===== src/rtl/approx_mult_pkg.sv =====
// Shared types and helpers for the approximate sequential multiplier.
// Holds the state encoding, the column-mask function and the counter width.
package approx_mult_pkg;

  localparam int MAX_W = 64;

  typedef enum logic [1:0] {
    IDLE = 2'd0,
    RUN  = 2'd1,
    DONE = 2'd2
  } state_t;

  // Multiplicand bits kept for row j: bit i survives when i + j >= cut.
  function automatic logic [MAX_W-1:0] col_mask(input int j, input int cut, input logic approx);
    if (!approx || cut <= j)
      return {MAX_W{1'b1}};
    else
      return {MAX_W{1'b1}} << (cut - j);
  endfunction

  function automatic int cnt_width(input int w);
    return $clog2(w + 1);
  endfunction

endpackage


===== src/rtl/approx_mult_seq_if.sv =====
// Operand/result handshake bundle for approx_mult_seq.
interface approx_mult_seq_if #(parameter int WIDTH = 8);
  logic               in_valid;
  logic               in_ready;
  logic [WIDTH-1:0]   x_in;
  logic [WIDTH-1:0]   y_in;
  logic               approx_in;
  logic               out_valid;
  logic               out_ready;
  logic [2*WIDTH-1:0] p_out;
  logic               busy;

  modport master (
    output in_valid, x_in, y_in, approx_in, out_ready,
    input  in_ready, out_valid, p_out, busy
  );

  modport slave (
    input  in_valid, x_in, y_in, approx_in, out_ready,
    output in_ready, out_valid, p_out, busy
  );
endinterface


===== src/rtl/approx_pp_row.sv =====
// Combinational partial-product row: masked multiplicand shifted to column j,
// or zero when the multiplier bit is clear.
module approx_pp_row
  import approx_mult_pkg::*;
#(
  parameter int WIDTH = 8,
  parameter int CUT   = WIDTH - 1
) (
  input  logic [WIDTH-1:0]              x,
  input  logic                          y_bit,
  input  logic [cnt_width(WIDTH)-1:0]   j,
  input  logic                          approx,
  output logic [2*WIDTH-1:0]            row
);

  logic [WIDTH-1:0] mask;

  assign mask = WIDTH'(col_mask(32'(j), CUT, approx));
  assign row  = y_bit ? ({{WIDTH{1'b0}}, x & mask} << j) : '0;

endmodule


===== src/rtl/approx_mult_seq.sv =====
// Sequential shift-add multiplier, one partial-product row per clock,
// with optional truncation of all columns below CUT.
module approx_mult_seq
  import approx_mult_pkg::*;
#(
  parameter int WIDTH = 8,
  parameter int CUT   = WIDTH - 1
) (
  input  logic            clk,
  input  logic            rst_n,
  approx_mult_seq_if.slave bus
);

  localparam int CW = cnt_width(WIDTH);

  if (WIDTH < 2 || WIDTH > MAX_W || CUT < 0 || CUT > 2*WIDTH-1) begin : g_bad_param
    $fatal(1, "approx_mult_seq: illegal WIDTH/CUT combination");
  end

  state_t               state, state_nx;
  logic [CW-1:0]        cnt;
  logic [WIDTH-1:0]     x_r;
  logic [WIDTH-1:0]     y_sh;
  logic                 mode_r;
  logic [2*WIDTH-1:0]   acc;
  logic [2*WIDTH-1:0]   row;
  logic                 last_row;

  // y is consumed LSB-first from a shift register, so y_sh[0] is always y_j.
  approx_pp_row #(.WIDTH(WIDTH), .CUT(CUT)) u_row (
    .x      (x_r),
    .y_bit  (y_sh[0]),
    .j      (cnt),
    .approx (mode_r),
    .row    (row)
  );

  assign last_row = (cnt == CW'(WIDTH - 1));

  always_ff @(posedge clk or negedge rst_n) begin
    if (!rst_n) state <= IDLE;
    else        state <= state_nx;
  end

  always_comb begin
    state_nx      = state;
    bus.in_ready  = 1'b0;
    bus.out_valid = 1'b0;
    bus.busy      = 1'b0;
    case (state)
      IDLE: begin
        bus.in_ready = 1'b1;
        if (bus.in_valid) state_nx = RUN;
      end
      RUN: begin
        bus.busy = 1'b1;
        if (last_row) state_nx = DONE;
      end
      DONE: begin
        bus.busy      = 1'b1;
        bus.out_valid = 1'b1;
        if (bus.out_ready) state_nx = IDLE;
      end
      default: state_nx = IDLE;
    endcase
  end

  always_ff @(posedge clk or negedge rst_n) begin
    if (!rst_n) begin
      cnt    <= '0;
      x_r    <= '0;
      y_sh   <= '0;
      mode_r <= 1'b0;
      acc    <= '0;
    end else begin
      case (state)
        IDLE: begin
          if (bus.in_valid) begin
            x_r    <= bus.x_in;
            y_sh   <= bus.y_in;
            mode_r <= bus.approx_in;
            acc    <= '0;
            cnt    <= '0;
          end
        end
        RUN: begin
          acc  <= acc + row;
          y_sh <= y_sh >> 1;
          cnt  <= cnt + CW'(1);
        end
        default: ;
      endcase
    end
  end

  assign bus.p_out = acc;

endmodule

===== src/flat_wrapper.sv =====
// flat-port wrapper written by rule: the top's interface ports become plain ports
module approx_mult_seq_flat import approx_mult_pkg::*;
#(
  parameter int WIDTH = 8,
  parameter int CUT   = WIDTH - 1
)
  (clk, rst_n, bus_in_valid, bus_x_in, bus_y_in, bus_approx_in, bus_out_ready, bus_in_ready, bus_out_valid, bus_p_out, bus_busy);
  approx_mult_seq_if #(.WIDTH(WIDTH)) bus_i ();
  input  logic clk;
  input  logic rst_n;
  input wire logic [$bits(bus_i.in_valid)-1:0] bus_in_valid;
  input wire logic [$bits(bus_i.x_in)-1:0] bus_x_in;
  input wire logic [$bits(bus_i.y_in)-1:0] bus_y_in;
  input wire logic [$bits(bus_i.approx_in)-1:0] bus_approx_in;
  input wire logic [$bits(bus_i.out_ready)-1:0] bus_out_ready;
  output wire logic [$bits(bus_i.in_ready)-1:0] bus_in_ready;
  output wire logic [$bits(bus_i.out_valid)-1:0] bus_out_valid;
  output wire logic [$bits(bus_i.p_out)-1:0] bus_p_out;
  output wire logic [$bits(bus_i.busy)-1:0] bus_busy;
  assign bus_i.in_valid = bus_in_valid;
  assign bus_i.x_in = bus_x_in;
  assign bus_i.y_in = bus_y_in;
  assign bus_i.approx_in = bus_approx_in;
  assign bus_i.out_ready = bus_out_ready;
  assign bus_in_ready = bus_i.in_ready;
  assign bus_out_valid = bus_i.out_valid;
  assign bus_p_out = bus_i.p_out;
  assign bus_busy = bus_i.busy;
  approx_mult_seq #(.WIDTH(WIDTH), .CUT(CUT)) u_core (.clk(clk), .rst_n(rst_n), .bus(bus_i));
endmodule

===== config.mk =====
export PLATFORM = sky130hd
export DESIGN_NAME = approx_mult_seq_flat
export DESIGN_NICKNAME = d
export VERILOG_FILES = /design/src/rtl/approx_mult_pkg.sv /design/src/rtl/approx_mult_seq_if.sv /design/src/rtl/approx_pp_row.sv /design/src/rtl/approx_mult_seq.sv /design/src/flat_wrapper.sv
export SDC_FILE = /design/constraint.sdc
export NUM_CORES = 1
export LEC_CHECK = 0
export BUFFER_PORTS_ARGS = -buffer_cell sky130_fd_sc_hd__buf_2
export CAP_MARGIN = 10
export CORE_MARGIN = 3
export CORE_UTILIZATION = 25
export CTS_CLUSTER_DIAMETER = 50
export DETAILED_ROUTE_END_ITERATION = 7
export GPL_TIMING_DRIVEN = 0
export PLACE_DENSITY_LB_ADDON = 0.3
export SETUP_SLACK_MARGIN = 0.3
export SYNTH_ARGS = -nofsm -noshare
export SYNTH_HDL_FRONTEND = slang
export SYNTH_SLANG_ARGS = --single-unit

===== constraint.sdc =====
create_clock -name clk -period 5.95 [get_ports clk]
set_input_delay 0.2975 -clock clk [delete_from_list [all_inputs] [get_ports clk]]
set_output_delay 0.2975 -clock clk [all_outputs]
set_load 0.005 [all_outputs]

==> qor.yml <==
pwr:
  peakVddDrop_uv: 168.3
  p_sw_mw: 0.7650
  p_comb_frac: 0.580
  netSwitchingFraction: 0.4474
  cellInternalPower_mw: 0.9448
  pwr-share-clk: 0.153
  p_seq_frac: 0.267
  p_per_area_nw_per_um2: 514.5
  leakage_nw: 1.551
logic_synthesis:
  synthAdderAreaFrac: 0.09164
  synthArstFlopShare: 1.000
  synth_edf_count: 0
  syn_inst: 315
  synth_xor_area_frac: 0.03737
  synth_cell_type_count: 51
  synth_top_family_by_area: "compound AO/OA/AOI/OAI gates"
  synth_compound_area_frac: 0.1971
  syn_nets: 356
  netlist_area_um2: 2813
  synth-simple-area-share: 0.1722
  synthMuxAreaShare: 0.1148
  synth-seq-area-share: 0.3470
  ys_seq_elements: 39
  yosysWarnings: 0
  synthFlopType: "dfrtp_1"
  postSynthAreaPerCell_um2: 8.929
floorplan:
  rows: 38
  boundaryPins: 40
  die_h_um: 112.1
  core-area_um2: 10940
  die-area_um2: 12560
  initial_utilization: 0.2572
  fp.dieW_um: 112.1
timing:
  relSlewSlack: 0.3875
  fmax_mhz: 297.8
  finalCritPeriodShare: 0.5643
  fin_tns_setup_ns: 0
  post-route-min-period_ns: 3.357
  worst_pin_slew_ns: 0.9187
  setup_ws_ns: 2.593
  final_max_slew_viol_count: 0
  fin_skew_ns: 0.006861
  rsz0062_at_grt: "false"
  hold_viol_final: 0
  setup_viol: 0
worst_setup_path:
  r2r_cells: 16
  r2r-end: "u_core.bus.p_out[15]"
  regToRegStartpoint: "u_core.cnt[0]"
  cp-end-kind: "flip-flop"
  cp_max_fo: 10
  required_ns: 6.16
  reg2reg_slack_ns: 2.59
  path_buf_inv: 2
  cpLargestDelayFamily: "simple AND/OR/NAND/NOR gates"
  critPathArrivalTime_ns: 3.57
  crit_chain: "buf_6, clkbuf_1, mux2_1, nand2_1, nor2_1, a21oi_1, o22ai_1, and2_1, ha_1, nand2_1, a21oi_1, a211oi_1, a21oi_1, or3_4, and2_4, o211ai_2"
  crit_top_cell: "a21oi_1"
  cpPeakStageDelay_ns: 0.37
  slowest_stage: "dfrtp_1"
  startpoint_type: "flip-flop"
  critPathKind: "flip-flop to flip-flop"
finish:
  fillers: 1206
  diodes: 0
  fin_util: 0.3039
  area_growth_syn_to_layout_pct: 18.15
  postLayoutCellArea_um2: 3323
  final_cell_mix: "39 x buf_2, 39 x dfrtp_1, 37 x nand2_1"
  drive_gt1_frac: 0.1740
  final_nets: 402
clock_network:
  post_cts_resized: 0
  clock-sinks: 39
  clkLatencyLatePin_ns: 0.28
  clk_pin_slew_worst_paths_ns: 0.06
  cts-buffers-inserted: 5
  root_buffer: "clkbuf_16"
  postCtsHoldBufs: 0
  htree_num_levels: 2
  clockBufferDepth: 2
  cts_tree: "yes"
  cts_setup_buffers: 0
route:
  wl_per_cell_um: 14.10
  firstDrtPassIters: 4
  remaining_drc_errors: 0
  vias_per_cell: 4.843
  drtIter0Drc: 111
  wl_um: 7080
  num_vias: 2431
  drtAntennaViolNets: 0
place:
  post_dp_cell_area_um2: 3183
  dp_slack_ns: 2.627
  routabilityCongestion: 0.8855
  portBuffers: 39
  hpwl_um: 5437
grt:
  grt_pass1_vias: 2458
  antenna_found_initial: 0
  grt_max_degree: 40
  grt_overflow: 0
  grt_use_total: 0.1187
  grt_pass1_wl_um: 12260
status:
  status: "completed"
flow_run:
  cap_violations: 0
min_path:
  hold_class: "primary input to asynchronous set/reset pin"
## metal layers
metal	GRT usage	vias up	part of all wire
li1	-	1227	-
met1	0.1652	1156	0.49
met2	0.1942	44	0.46
met3	0.02210	4	0.036
met4	0.02404	0	0.0061
met5	0	-	0
## power groups by stage
stage | sequential (mW) | combinational, mW | clock (mW)
after global placement | 0.460 | 0.983 | 0
after global routing | 0.475 | 1.12 | 0.283
final | 0.456 | 0.992 | 0.262
after CTS | 0.460 | 0.999 | 0.270
after floorplan | 0.439 | 0.758 | 0
after detailed placement | 0.464 | 0.994 | 0
## synthesized netlist by cell type, types with 6 or more instances
| cell | instances | share of area |
|---|---|---|
| a21oi_1 | 21 | 0.037 |
| nand2_1 | 37 | 0.049 |
| nand3_1 | 10 | 0.018 |
| nor2_1 | 19 | 0.025 |
| xnor2_1 | 7 | 0.022 |
| ha_1 | 19 | 0.085 |
| clkbuf_1 | 11 | 0.015 |
| mux2i_1 | 9 | 0.032 |
| nand2b_1 | 6 | 0.013 |
| o22ai_1 | 6 | 0.013 |
| o21ai_1 | 27 | 0.048 |
| mux2_1 | 9 | 0.036 |
| inv_1 | 10 | 0.013 |
| dfrtp_1 | 39 | 0.35 |
| o21ai_0 | 8 | 0.014 |
## cells by family after synthesis
group	count (synthesis)
AND/OR/NAND/NOR	100
AO/OA/AOI/OAI	91
flip-flops	39
multiplexers	27
buffers and inverters	26
adder cells (fa/ha/maj)	20
XOR/XNOR	12
## how the worst max path moves through the flow
stage | from | endpoint | slack, ns | depth (start not counted)
floorplan | u_core.cnt[0] | u_core.bus.p_out[15] | 2.94 | 16
global placement | u_core.cnt[0] | u_core.bus.p_out[15] | 2.62 | 16
detailed placement | u_core.cnt[0] | u_core.bus.p_out[15] | 2.63 | 16
CTS | u_core.cnt[0] | u_core.bus.p_out[15] | 2.60 | 16
global route | u_core.cnt[0] | u_core.bus.p_out[15] | 2.31 | 16
finish | u_core.cnt[0] | u_core.bus.p_out[15] | 2.59 | 16
## state kept, by name, indices dropped and copies added (netlist names)
signal	flops
u_core.bus.p_out	16
u_core.state	2
u_core.x_r	8
u_core.cnt	4
u_core.mode_r	1
u_core.y_sh	8
## area by class of cell
class	count	area, um^2	share of cell area
well taps	140	175.2	0.05271
plain buffers	15	71.32	0.02146
clock buffers	5	125.1	0.03765
repair buffers	39	195.2	0.05873
inverters	11	41.29	0.01242
clock inverters	3	15.01	0.004518
multi-input cells	250	1724	0.5188
flip-flops and latches	39	975.9	0.2937
## per-stage QoR
stage                     cells  power [mW]  hold slack, ns
after floorplan             315       1.198        0.001909
after global placement      494       1.443          0.4704
after detailed placement    494       1.458          0.4900
after CTS                   502       1.729          0.2080
after global routing        502       1.882          0.2290
final                       502       1.710          0.1595
Note: power is estimated with default switching activity, not from simulation.
